## src/rtl/block_shifter.sv

```systemverilog
// Registered element-granular barrel shifter/rotator: moves ELMS packed elements
// of DATA bits by shamt whole elements, with one output register stage.
module block_shifter #(
  parameter int ROTATE   = 0,
  parameter int TO_RIGHT = 0,
  parameter int ELMS     = 8,
  parameter int DATA     = 8,
  parameter int SHAMT    = $clog2(ELMS + 1)
) (
  input  logic                       clk,
  input  logic                       reset,
  input  logic                       in_valid,
  input  logic [ELMS-1:0][DATA-1:0]  in,
  input  logic [SHAMT-1:0]           shamt,
  output logic                       out_valid,
  output logic [ELMS-1:0][DATA-1:0]  out
);

  localparam bit IS_POW2 = ((ELMS & (ELMS - 1)) == 0);
  localparam logic [SHAMT-1:0] ELMS_S = SHAMT'(ELMS);

  logic [SHAMT-1:0]          w_amt;
  logic                      w_over;
  logic [DATA-1:0]           w_stage [SHAMT+1][ELMS];
  logic [ELMS-1:0][DATA-1:0] w_res;

  // Rotating by a multiple of ELMS is the identity, so reduce first when the
  // element count does not divide the natural shamt range evenly.
  generate
    if (ROTATE != 0 && !IS_POW2) begin : g_mod
      assign w_amt = shamt % ELMS_S;
    end else begin : g_nomod
      assign w_amt = shamt;
    end
  endgenerate

  assign w_over = (ROTATE == 0) && (shamt >= ELMS_S);

  generate
    for (genvar i = 0; i < ELMS; i++) begin : g_io
      assign w_stage[0][i] = in[i];
      assign w_res[i]      = w_over ? '0 : w_stage[SHAMT][i];
    end

    // Stage k moves by 2^k elements when shamt bit k is set.
    for (genvar k = 0; k < SHAMT; k++) begin : g_stage
      for (genvar i = 0; i < ELMS; i++) begin : g_elm
        if (ROTATE != 0) begin : g_rot
          localparam int STEP_MOD = (1 << k) % ELMS;
          localparam int SRC = (TO_RIGHT != 0) ? ((i + STEP_MOD) % ELMS)
                                               : ((i + ELMS - STEP_MOD) % ELMS);
          assign w_stage[k+1][i] = w_amt[k] ? w_stage[k][SRC] : w_stage[k][i];
        end else begin : g_shf
          localparam int SRC = (TO_RIGHT != 0) ? (i + (1 << k)) : (i - (1 << k));
          if (SRC >= 0 && SRC < ELMS) begin : g_in
            assign w_stage[k+1][i] = w_amt[k] ? w_stage[k][SRC] : w_stage[k][i];
          end else begin : g_fill
            assign w_stage[k+1][i] = w_amt[k] ? '0 : w_stage[k][i];
          end
        end
      end
    end
  endgenerate

  always_ff @(posedge clk) begin
    if (reset) begin
      out       <= '0;
      out_valid <= 1'b0;
    end else begin
      out       <= w_res;
      out_valid <= in_valid;
    end
  end

endmodule

```

## config.mk

```make
export PLATFORM = sky130hd
export DESIGN_NAME = block_shifter
export DESIGN_NICKNAME = d
export VERILOG_FILES = /design/src/rtl/block_shifter.sv
export SDC_FILE = /design/constraint.sdc
export NUM_CORES = 1
export LEC_CHECK = 0
export CORE_MARGIN = 8
export CORE_UTILIZATION = 46
export DETAILED_ROUTE_END_ITERATION = 16
export PLACE_DENSITY = 0.95
export SLEW_MARGIN = 40
export SYNTH_ARGS = -nofsm -noshare
export SYNTH_HDL_FRONTEND = slang
export SYNTH_SLANG_ARGS = --single-unit
```

## constraint.sdc

```tcl
create_clock -name clk -period 4.4 [get_ports clk]
set_input_delay 1.32 -clock clk [delete_from_list [all_inputs] [get_ports clk]]
set_output_delay 1.32 -clock clk [all_outputs]
set_load 0.01 [all_outputs]
```

Yosys cells after proc, flatten, opt, wreduce, memory -nomap -nowiden
Cells that the tools add are included.
{"block": "word_totals", "reg_bits": 65, "latchBits": 0, "ramBits": 0, "rom_bits": 0, "output_inout_bits": 65, "elab_cells": 32, "mem_count": 0}
{"block": "op_classes", "n_addsub": 0, "multipliers": 0, "div": 0, "n_lt_le_gt_ge": 1, "n_eq_ne": 0, "shift": 0, "mux": 20, "n_bitwise": 0, "reduce_logical": 2}
{"cell": "$mux W8", "count": 20}
{"cell": "$ge A4 B4 Y1 const B", "count": 1}
{"cell": "$reduce_or A4 Y1", "count": 1}
{"cell": "$reduce_or A3 Y1", "count": 1}

Logic depth before layout (Yosys ltp)
{"block": "depth", "word_depth": 3, "ltp_mapped": 6}

Worst setup path after synthesis
Ideal clock, no wire load.
{"block": "synth_path", "kind": "input-to-reg", "startpoint": "in shamt[1]", "endpoint": "reg out[58] (netlist bit)", "setup_ns": 0.132, "arrival_ns": 2.234, "path_slack_ns": 2.035, "cell_stages": 5, "path_cell_list": "buf_2 -> buf_2 -> mux2_2 -> mux2i_1 -> o32ai_1"}
{"block": "synth_via", "elab_chain_len": 2, "elab_cells_between_ends": 5}
{"item": "from (decl)", "line": "14", "text": "input logic [SHAMT-1:0] shamt,"}
{"item": "$ge A4 B4 Y1 / $mux W8 (equally long branches)", "line": "37, 56"}
{"item": "$reduce_or A3 Y1 (no source line) / $mux W8 (equally long branches)"}
{"item": "to (signal assigned)", "line": "70", "text": "out <= w_res;"}
{"item": "to (decl)", "line": "16", "text": "output logic [ELMS-1:0][DATA-1:0] out"}
Several ways; a longest one is shown, not always the timed one.
A chain may end at the register's enable or synchronous reset.

Final worst setup path
{"block": "layout_path", "startpoint": "in shamt[2]", "endpoint": "reg out[46] (netlist bit)"}
{"block": "layout_via", "elab_chain_len": 2, "elab_cells_between_ends": 3}
{"item": "$ge A4 B4 Y1", "line": "37", "text": "assign w_over = (ROTATE == 0) && (shamt >= ELMS_S);"}
{"item": "$reduce_or A3 Y1 (no source line)"}
Several ways; a longest one is shown, not always the timed one.

==> flow_metrics.env <==
export IMPL_timing_setup_critical_path_class="in2reg"
export IMPL_startpoint="shamt[2]"
export IMPL_syn_to_final_growth_pct=49.37
export IMPL_p_comb_frac=0.196
export IMPL_n_antenna_cell=0
export IMPL_crit_required_ns=4.65
export IMPL_drv_slew=0
export IMPL_wl_um=10950
export IMPL_clkTransAtPathRegs_ns=0.08
export IMPL_dp_hpwl_um=7888
export IMPL_initial_core_util=0.4700
export IMPL_switching_power_uw=373.9
export IMPL_max_freq_ghz=0.3282
export IMPL_p_per_area_mw_per_mm2=325.0
export IMPL_final_nets=498
export IMPL_yosysUniqueCellTypes=33
export IMPL_antenna_left=0
export IMPL_root_buffer="clkbuf_8"
export IMPL_ys_ff_latch=65
export IMPL_rsz0062_at_grt="no"
export IMPL_fp_dieArea_mm2=0.009818
export IMPL_cts_setup_buffers=0
export IMPL_overflow=0
export IMPL_antenna_found_initial=0
export IMPL_place_inst=496
export IMPL_rows=30
export IMPL_yosysTopAreaCell="dfxtp_1"
export IMPL_p_clk_frac=0.404
export IMPL_grt_pass1_wl_um=16840
export IMPL_tns_ns=0
export IMPL_peakVddDrop_mv=0.1915
export IMPL_outcome="complete, no violations"
export IMPL_setup_violations=0
export IMPL_critPathMaxStageDelay_ns=0.68
export IMPL_final_util=0.7020
export IMPL_path_max_fanout=20
export IMPL_ys_seq_area_frac=0.4098
export IMPL_grt_total_usage=0.2206
export IMPL_crit_path_end="out[46]"
export IMPL_vias=2935
export IMPL_firstDrtPassIters=4
export IMPL_min_period_ns=3.047
export IMPL_post_drt_wl_per_cell_um=21.38
export IMPL_drc=0
export IMPL_chipWidth_um=99.09
export IMPL_coreArea_mm2=0.006756
export IMPL_numClockSinks=65
export IMPL_drt_initial_drc_count=181
export IMPL_yosys_warnings=0
export IMPL_p_int_mw=1.168
export IMPL_synth_fp_nets=373
export IMPL_synthCells=302
export IMPL_drv_cap=0
export IMPL_slew_limit_headroom=0.4546
export IMPL_worstSetupStartpointType="input port"
export IMPL_worstMarginPinSlew_ns=0.8164
export IMPL_htreeDepth=3
export IMPL_synth_top_area_share=0.4098
export IMPL_swShare=0.2426
export IMPL_io_buffer_count=135
export IMPL_clockBufferDepth=2
export IMPL_gp_routability_congestion=0.8419
export IMPL_viasPerCell=5.732
export IMPL_worstSetupEndpointType="flop"
export IMPL_hold_path_class="in2reg"
export IMPL_final_cells=512
export IMPL_crit_chain="clkdlybuf4s50_1 -> buf_4 -> nor3_1 -> nand2_1 -> o22ai_1"
export IMPL_path_delay_family="simple AND/OR/NAND/NOR gates"
export IMPL_synth_area_top_cells="dfxtp_1 (41%), mux2_2 (13%), mux2i_1 (10%)"
export IMPL_final_hold_viol_count=0
export IMPL_ctsResizeCount=0
export IMPL_layout_drive_gt1_share=0.1644
export IMPL_hold_path_depth=2
export IMPL_fin_hold_ws_ns=1.534
export IMPL_grt_pass1_vias=3122
export IMPL_cp_depth=5
export IMPL_die_y_um=99.09
export IMPL_io_pins=136
export IMPL_synth_area_mm2=0.003176
export IMPL_leakage_nw=1.826
export IMPL_cts_made_buffers=9
export IMPL_critPathBufInv=2
export IMPL_cpMaxStageDelayCell="nor3_1"
export IMPL_tritoncts="built"
export IMPL_cts_hold_buffers=0
export IMPL_grt_max_degree=53
export IMPL_finalCritPeriodShare=0.6926
export IMPL_n_fill_cell=456
export IMPL_syn_area_per_cell_um2=10.52
export IMPL_power_frac_seq=0.401
export IMPL_arrival_ns=3.30
per-stage QoR:
| step | power, mW | area, um^2 | setup slack [ns] |
|---|---|---|---|
| floorplan | 0.7811 | 3176 | 2.035 |
| global placement | 0.9177 | 4497 | 1.059 |
| detailed placement | 0.9265 | 4499 | 1.077 |
| CTS | 1.544 | 4743 | 1.432 |
| global route | 1.591 | 4743 | 1.292 |
| finish | 1.541 | 4743 | 1.353 |
synthesized netlist by cell type:
cell type	number
and2_1	8
o2bb2ai_1	7
o21ai_1	2
buf_4	4
clkbuf_1	7
dfxtp_1	65
or2_1	1
o32ai_1	7
a211oi_1	7
or3_1	2
inv_2	1
mux4_2	9
nand2_1	20
mux2i_1	33
a311oi_1	7
buf_1	1
nor3_2	1
or4b_1	1
or2_2	1
mux2_2	36
nor3_1	1
buf_2	9
a21oi_1	7
nor2b_1	9
nor2_1	25
nor4b_4	1
a32o_2	1
a2bb2oi_1	1
o21ai_0	1
buf_6	4
inv_1	7
o22ai_1	14
nand2b_1	2
cell usage in the layout (no fill, tap or decap), types with 3 or more instances in the layout:
cell and instances:
clkdlybuf4s50_1 133, dfxtp_1 65, mux2_2 36, mux2i_1 33, nor2_1 25, nand2_1 20, o22ai_1 14, clkbuf_8 10
mux4_2 9, nor2b_1 9, and2_1 8, inv_1 7, a311oi_1 7, a211oi_1 7, o32ai_1 7, a21oi_1 7
o2bb2ai_1 7, buf_4 5, bufinv_16 3
how the worst min path moves through the flow:
stage,to,start
floorplan,out_valid,reset
global placement,out[11],shamt[0]
detailed placement,out[11],shamt[0]
CTS,out[11],shamt[0]
global route,out_valid,in_valid
finish,out_valid,in_valid
registers in the layout, indices dropped and copies added (netlist names):
| signal | flops |
|---|---|
| out_valid | 1 |
| out | 64 |
area by class of cell:
class | instances | area [um^2] | share of cell area
Multi-Input combinational cell | 204 | 1694 | 0.3572
Timing Repair Buffer | 139 | 1374 | 0.2896
Sequential cell | 65 | 1301 | 0.2743
Clock buffer | 11 | 141.4 | 0.02981
Clock inverter | 5 | 102.6 | 0.02163
Tap cell | 80 | 100.1 | 0.02110
Inverter | 8 | 30.03 | 0.006331
per-layer routing:
metal,vias up,track usage,share of wire
met4,0,0.09779,0.023
met5,-,0,0
li1,1361,-,-
met1,1398,0.2459,0.40
met2,155,0.3690,0.49
met3,21,0.07963,0.092
cell families (layout without fill, tap and decap cells):
kind of cell	count (synthesis)	in the layout	share of synthesized area
and+or+nand+nor	72	72	0.1139
DFF	65	65	0.4098
muxes	78	78	0.2955
AOI/OAI and AO/OA	54	54	0.1241
buffers and inverters	33	163	0.05674
power by group through the flow:
stage                     Sequential (mW)  Combinational, mW  Clock, mW
after floorplan                     0.641              0.140          0
after global routing                0.619              0.320      0.652
after CTS                           0.617              0.299      0.627
after detailed placement            0.630              0.296          0
after global placement              0.630              0.288          0
final                               0.617              0.301      0.623
Power figures use the tool's default switching activity.
